File: src/rtl/mul_shift_add.sv
// Sequential 32x32->64 unsigned shift-add multiplier around the Add carry-lookahead adder.
// Optional MUL_SIGNED_EN adds signed_op and a NEG fix-up state (constant 33-edge latency).
module mul_shift_add #(
  parameter int WIDTH = 32,
  parameter int CNT_W = 6
) (
  input  logic               clk,
  input  logic               rst_n,
  input  logic               in_valid,
  output logic               in_ready,
  input  logic [WIDTH-1:0]   a,
  input  logic [WIDTH-1:0]   b,
`ifdef MUL_SIGNED_EN
  input  logic               signed_op,
`endif
  output logic               out_valid,
  input  logic               out_ready,
  output logic [2*WIDTH-1:0] product,
  output logic               busy
);

  typedef enum logic [1:0] {
    IDLE = 2'd0,
    RUN  = 2'd1,
`ifdef MUL_SIGNED_EN
    NEG  = 2'd2,
`endif
    DONE = 2'd3
  } state_t;

  state_t           state, state_nxt;
  logic [WIDTH-1:0] mcand, hi, lo;
  logic [CNT_W-1:0] cnt;
  logic [WIDTH-1:0] add_b, add_sum;
  logic             add_cout;
  logic             last_iter;

  assign add_b     = lo[0] ? mcand : '0;
  assign last_iter = (cnt == CNT_W'(WIDTH-1));

  Add u_add (
    .a    (hi),
    .b    (add_b),
    .cin  (1'b0),
    .sum  (add_sum),
    .cout (add_cout)
  );

  always_ff @(posedge clk or negedge rst_n) begin
    if (!rst_n) state <= IDLE;
    else        state <= state_nxt;
  end

  always_comb begin
    state_nxt = state;
    case (state)
      IDLE: if (in_valid) state_nxt = RUN;
`ifdef MUL_SIGNED_EN
      RUN:  if (last_iter) state_nxt = NEG;
      NEG:  state_nxt = DONE;
`else
      RUN:  if (last_iter) state_nxt = DONE;
`endif
      DONE: if (out_ready) state_nxt = IDLE;
      default: state_nxt = IDLE;
    endcase
  end

  always_comb begin
    in_ready  = (state == IDLE) && rst_n;
    out_valid = (state == DONE);
    busy      = (state != IDLE);
  end

`ifdef MUL_SIGNED_EN
  logic neg;
  logic [WIDTH-1:0] a_mag, b_mag;
  // magnitude of -2^31 wraps back to 0x80000000, which is the correct unsigned value
  assign a_mag = (signed_op && a[WIDTH-1]) ? (~a + 1'b1) : a;
  assign b_mag = (signed_op && b[WIDTH-1]) ? (~b + 1'b1) : b;
`endif

  always_ff @(posedge clk or negedge rst_n) begin
    if (!rst_n) begin
      mcand <= '0;
      hi    <= '0;
      lo    <= '0;
      cnt   <= '0;
`ifdef MUL_SIGNED_EN
      neg   <= 1'b0;
`endif
    end else begin
      case (state)
        IDLE: if (in_valid) begin
`ifdef MUL_SIGNED_EN
          mcand <= a_mag;
          lo    <= b_mag;
          neg   <= signed_op & (a[WIDTH-1] ^ b[WIDTH-1]);
`else
          mcand <= a;
          lo    <= b;
`endif
          hi    <= '0;
          cnt   <= '0;
        end
        RUN: begin
          // 33-bit {carry,sum} shifts right one place into {hi,lo}
          hi  <= {add_cout, add_sum[WIDTH-1:1]};
          lo  <= {add_sum[0], lo[WIDTH-1:1]};
          cnt <= cnt + 1'b1;
        end
`ifdef MUL_SIGNED_EN
        NEG: if (neg) {hi, lo} <= ~{hi, lo} + 1'b1;
`endif
        default: ;
      endcase
    end
  end

  assign product = {hi, lo};

endmodule

// 32-bit adder: 4-bit carry-lookahead groups, group carries rippled.
module Add (
  input  logic [31:0] a,
  input  logic [31:0] b,
  input  logic        cin,
  output logic [31:0] sum,
  output logic        cout
);
  logic [31:0] g, p;
  logic [32:0] c;

  assign g    = a & b;
  assign p    = a ^ b;
  assign c[0] = cin;

  for (genvar k = 0; k < 8; k++) begin : g_cla
    localparam int B = 4*k;
    assign c[B+1] = g[B] | (p[B] & c[B]);
    assign c[B+2] = g[B+1] | (p[B+1] & g[B]) | (p[B+1] & p[B] & c[B]);
    assign c[B+3] = g[B+2] | (p[B+2] & g[B+1]) | (p[B+2] & p[B+1] & g[B])
                  | (p[B+2] & p[B+1] & p[B] & c[B]);
    assign c[B+4] = g[B+3] | (p[B+3] & g[B+2]) | (p[B+3] & p[B+2] & g[B+1])
                  | (p[B+3] & p[B+2] & p[B+1] & g[B])
                  | (p[B+3] & p[B+2] & p[B+1] & p[B] & c[B]);
  end

  assign sum  = p ^ c[31:0];
  assign cout = c[32];
endmodule

File: config.mk
export PLATFORM = sky130hd
export DESIGN_NAME = mul_shift_add
export DESIGN_NICKNAME = d
export VERILOG_FILES = /design/src/rtl/mul_shift_add.sv
export SDC_FILE = /design/constraint.sdc
export NUM_CORES = 1
export LEC_CHECK = 0
export CAP_MARGIN = 5
export CORE_ASPECT_RATIO = 0.8
export CORE_MARGIN = 4
export CORE_UTILIZATION = 35
export CTS_CLUSTER_DIAMETER = 50
export DETAILED_ROUTE_END_ITERATION = 7
export SYNTH_ARGS = -nofsm -noshare
export SYNTH_HDL_FRONTEND = slang
export SYNTH_HIERARCHICAL = 1
export SYNTH_SLANG_ARGS = --single-unit
File: constraint.sdc
create_clock -name clk -period 3.8 [get_ports clk]
set_clock_uncertainty 0.15 [all_clocks]
set_input_delay 0.76 -clock clk [delete_from_list [all_inputs] [get_ports clk]]
set_output_delay 0.76 -clock clk [all_outputs]
set_load 0.01 [all_outputs]
# --- After elaboration in Yosys (flattened, before gate mapping) ---
# Cells that the tools add are included.
word_totals:
  out_inout_bits: 67
  wordCells: 230
  ram_bits: 0
  rom_bits: 0
  latch_bits: 0
  n_memories: 0
  in_bits: 68
  ff_bits: 104
classes:
  magnitude_cmp: 0
  n_addsub: 1
  shift: 0
  div: 0
  n_mux: 11
  reduce_logical: 7
  eq_ne: 6
  mul: 0
  bitwise: 200
op_table:
  columns: ["operator", "n"]
  rows:
  - ["$pmux 32 s2", 2]
  - ["$and 1x1->1", 121]
  - ["$mux 32", 3]
  - ["$or 1x1->1", 76]
  - ["$xor 32x32->32", 2]
  - ["$and 32x32->32", 1]
  - ["$pmux 6 s2", 1]
  - ["$add 6x1->6 const B", 1]
  - ["$eq 6x5->1 const B", 1]
  - ["$mux 2", 3]
  - ["$mux 6", 1]
  - ["$pmux 2 s3", 1]
  - ["$ne 2x2->1 const B", 2]
  - ["$reduce_and 2->1", 2]
  - ["$reduce_bool 2->1", 2]
  - ["$reduce_and 3->1", 1]
  - ["$eq 2x1->1 const B", 1]
  - ["$eq 2x2->1 const B", 1]
  - ["$logic_not 2->1", 1]
  - ["$ne 2x1->1 const B", 1]
  - ["$logic_and 1x1->1", 1]

# --- Depth between registers and ports, before layout ---
depth:
  depth_word: 22
  ltp_mapped: 14
  ltp_nobuf: 13

# --- By module ---
# Netlist, hierarchy kept.
by_module_without_submodules:
  columns: ["mod", "seq_area_each_um2", "cells_each", "area_each_um2", "n_inst"]
  rows:
  - ["mul_shift_add", 2602.5, 497, 4458.0, 1]
  - ["Add", 0.0, 160, 1383.8, 1]

# --- Worst setup path after synthesis ---
# OpenSTA, ideal clock, no wires.
synth_timing:
  kind: "register to register"
  from: "register lo[0]"
  to: "register hi[28]"
  t_arrival_ps: 2822
  n_path_buf: 1
  setup_ps: 117
  required_ps: 3533
  path_slack_ps: 712
  period_less_slack_ps: 3088
  stages_incl_launch_ff: 15
  cell_sequence: "dfrtp_1 clkbuf_1 and2_1 ha_1 a21oi_2 o21ai_1 a2111o_1 a211oi_4 o21ai_2 nand2b_1 nand2_1 fa_1 xor2_1 nand2_1 nand2_1"
synth_between:
  elab_cells_between_ends: 81
  classes_between: "mux (2); bitwise (79)"
synth_lines:
  columns: ["item", "line", "rtl"]
  rows:
  - ["start: declaration", "32", "logic [WIDTH-1:0] mcand, hi, lo;"]
  - ["start signal: assignment", "109", "lo <= {add_sum[0], lo[WIDTH-1:1]};"]
  - ["$mux 32 (*)", "38", "assign add_b = lo[0] ? mcand : '0;"]
  - ["via add_b[17]", "34", "logic [WIDTH-1:0] add_b, add_sum;"]
  - ["$and 32x32->32 / $xor 32x32->32 (equally long branches)", "135, 136", null]
  - ["$and 1x1->1, on equally long branches", "145, 146, 147", null]
  - ["$or 1x1->1, or another cell as far along", "145", "assign c[B+4] = g[B+3] | (p[B+3] & g[B+2]) | (p[B+3] & p[B+2] & g[B+1])"]
  - ["$or 1x1->1 / $and 1x1->1 (equally long branches)", "146, 147", null]
  - ["$or 1x1->1 (*)", "147", "| (p[B+3] & p[B+2] & p[B+1] & p[B] & c[B]);"]
  - ["$and 1x1->1 (*)", "147", null]
  - ["$or 1x1->1 (*)", "147", null]
  - ["$and 1x1->1 (*)", "147", null]
  - ["$or 1x1->1 (*)", "147", null]
  - ["$and 1x1->1 (*)", "141", "assign c[B+1] = g[B] | (p[B] & c[B]);"]
  - ["$or 1x1->1 (*)", "141", null]
  - ["$xor 32x32->32 (*)", "150", "assign sum = p ^ c[31:0];"]
  - ["via add_sum[29]", "34", null]
  - ["$pmux 32 s2 (*)", "93", "case (state)"]
  - ["end signal: assignment", "108", "hi <= {add_cout, add_sum[WIDTH-1:1]};"]
  - ["end: declaration", "32", null]
# Mark *: on every way through the listed nets, which the timed path passes. The rest lies on a longest branch.
# A chain may end at the register's enable or synchronous reset.

# --- Final worst setup path ---
# Same ends and word-level chain as after synthesis.

==> impl_metrics.py <==
metrics = {
    "run_status": {
        "outcome": "complete, no violations",
    },
    "clock_network": {
        "clock_path_buffers": 2,
        "cts_root_buf": "clkbuf_16",
        "cts_hold_buf": 0,
        "post_cts_resized": 0,
        "htree_levels": 3,
        "numCtsBuffers": 9,
        "cts_tree": "built",
        "clkSlewWorstSetupHoldPaths_ns": 0.07,
        "cts_setup_buffers": 0,
        "clock_sinks": 104,
        "clock_latency_ns": 0.35,
    },
    "timing": {
        "slew_headroom": 0.461,
        "setup_violations": 0,
        "final_max_slew_viol_count": 0,
        "timing.fmax_mhz": 291,
        "tightestPinTransition_ns": 0.809,
        "final.min_clock_period_ns": 3.44,
        "fin_crit_sh": 0.904,
        "timing.hold.ws_ns": 0.317,
        "setup_ws_ns": 0.364,
        "rsz0062_at_grt": "no",
        "fin_setup_tns_ns": 0,
        "finalHoldViolations": 0,
    },
    "cells_and_area": {
        "instances_no_fill": 994,
        "area_growth_pct": 30.4,
        "antenna_cells": 0,
        "drive_above_1_share": 0.0616,
        "fin_nets": 883,
    },
    "route": {
        "detail_route.wl_per_cell_microns": 15.7,
        "drtAntennaViolNets": 0,
        "drt-initial-drc-count": 273,
        "drt_first_pass_iters": 4,
        "routed_wirelength_microns": 15600,
        "via_per_inst": 4.93,
        "num_vias": 4901,
        "drc_errors": 0,
    },
    "synthesis": {
        "synthTopCellsByArea": "dfrtp_1 45%, nand2_1 11%, ha_1 7.1%",
        "syn_avg_cell_area_sq_um": 8.89,
        "ys_ff_latch": 104,
        "syn_inst": 657,
        "synth_cell_types": 52,
        "synth_edf_count": 0,
        "yosys_warnings": 6,
        "synth-seq-area-share": 0.445,
        "synth_top_cell_by_area": "dfrtp_1",
        "synth_flop_cell": "dfrtp_1",
        "synth_area_sq_um": 5840,
        "async_flop_share": 1.00,
        "synth_top_area_frac": 0.445,
    },
    "pwr": {
        "ir_worst_vdd_mv": 0.370,
        "power_density_nw_per_um2": 967,
        "p_leak_nw": 3.55,
    },
    "global_route": {
        "grt_util_all_layers": 0.169,
        "gr-total-overflow": 0,
        "grt_max_degree": 102,
        "grt_pass1_wl_microns": 26000,
        "grt_pass1_vias": 4981,
        "antenna_found_initial": 0,
    },
    "place": {
        "dpl_worst_slack_ns": 0.316,
        "dpl.hpwl_microns": 11000,
        "io_buffers": 134,
        "place_inst": 978,
        "place_congestion": 0.868,
    },
    "setup_path": {
        "crit_path_max_fanout": 21,
        "critical_path_class": "reg2reg",
        "critPathLaunchType": "register",
        "cpMostUsedCell": "nand2_1",
        "cp_slowest_cell": "dfrtp_1",
        "r2r_start": "lo[0]",
        "startpoint": "lo[0]",
        "critical_path.max_stage_delay_ns": 0.70,
        "required_ns": 3.89,
        "endpoint_kind": "register",
        "timing.rr.end": "hi[28]",
        "reg2reg_slack_ns": 0.36,
        "cp.arrival_ns": 3.53,
        "crit_chain": "and2_1 > ha_1 > a21oi_2 > o21ai_1 > a2111o_1 > a211oi_4 > o21ai_2 > nand2b_1 > nand2_1 > fa_1 > xor2_1 > nand2_1 > nand2_1",
        "r2r_cells": 13,
    },
    "worst_hold_path": {
        "worstHoldPathType": "reg2reg",
        "min_from": "mcand[29]",
        "hold_depth": 2,
        "hold_path_end": "mcand[29]",
    },
    "die": {
        "die_w_microns": 152,
        "start_util": 0.364,
        "dieArea_sq_um": 18800,
        "core-area_sq_um": 16100,
        "io-pin-count": 135,
        "row_count": 41,
        "die_y_microns": 124,
    },
    "job": {
        "cap_violations": 0,
    },
}
-- Yosys cell counts, types with 7 or more instances --
master,number
o22ai_1,32
nand3_1,36
fa_1,8
clkbuf_1,10
nor2_1,41
nand2_1,175
dfrtp_1,104
and2_1,33
a21oi_1,19
buf_2,24
a21o_1,10
xnor2_1,11
nor3_1,32
o21ai_1,7
inv_1,10
ha_1,33
xor2_1,12
-- cell usage in the layout, fill, tap and decap left out, types with 19 or more instances in the layout --
master           Yosys  layout
a21oi_1             19      19
dfrtp_1            104     104
and2_1              33      33
o22ai_1             32      32
nor3_1              32      32
nand3_1             36      36
clkdlybuf4s50_1      0     133
nand2_1            175     175
ha_1                33      33
nor2_1              41      41
-- per-stage QoR --
step / utilization / power [mW] / instance area [sq um]
after detailed placement: 0.457 / 6.54 / 7340
after global routing: 0.475 / 8.13 / 7620
final: 0.475 / 7.37 / 7620
after floorplan: - / 5.02 / 5850
after CTS: 0.475 / 7.47 / 7620
after global placement: 0.457 / 6.43 / 7340
-- layout make-up --
type                            count  area (sq um)
Multi-Input combinational cell    506          3020
Inverter                           11          41.3
Fill cell                        1530          8440
Sequential cell                   104          2600
Clock inverter                      5          32.5
Clock buffer                       11           243
Tap cell                          215           269
Timing Repair Buffer              142          1410
-- flip-flops by register name, summed over array words and instances, names as in the netlist --
signal	flops
state	2
hi	32
cnt	6
mcand	32
lo	32
-- worst max-delay path: cells and delay by family, from the launching register on --
| kind | cells | cell delay (ns) |
|---|---|---|
| xor+xnor | 1 | 0.18 |
| simple gates | 5 | 0.49 |
| flops | 1 | 0.70 |
| fa+ha+maj | 2 | 0.67 |
| compound gates | 5 | 1.13 |
-- worst max-delay path by stage --
stage	endpoint
2_1_floorplan	hi[28]
3_3_place_gp	hi[28]
3_5_place_dp	hi[28]
4_1_cts	hi[28]
5_1_grt	hi[28]
6_report	hi[28]
-- logic make-up (layout without fill, tap and decap cells) --
| group | Yosys count | count (layout) | synth area share |
|---|---|---|---|
| compound gates | 94 | 94 | 0.112 |
| xor+xnor | 23 | 23 | 0.0345 |
| fa+ha+maj | 41 | 41 | 0.0981 |
| buf+inv | 49 | 169 | 0.0418 |
| flops | 104 | 104 | 0.445 |
| mux | 4 | 4 | 0.00707 |
| other cells | 1 | 3 | 0.000642 |
| simple gates | 341 | 341 | 0.261 |
-- power breakdown --
group          internal, mW  total [mW]  switching (mW)
clock                 0.461       0.878           0.418
combinational          2.05        4.28            2.23
sequential             1.71        2.21           0.499
total                  4.22        7.37            3.15
-- routing by layer --
metal,GRT usage,wire length (microns),vias to the layer above
met5,0,0,-
met1,0.232,7580,2367
li1,-,-,2445
met3,0.0392,575,8
met4,0.0434,161,0
met2,0.274,7280,81
No activity file was read; power rests on OpenSTA's default activity.
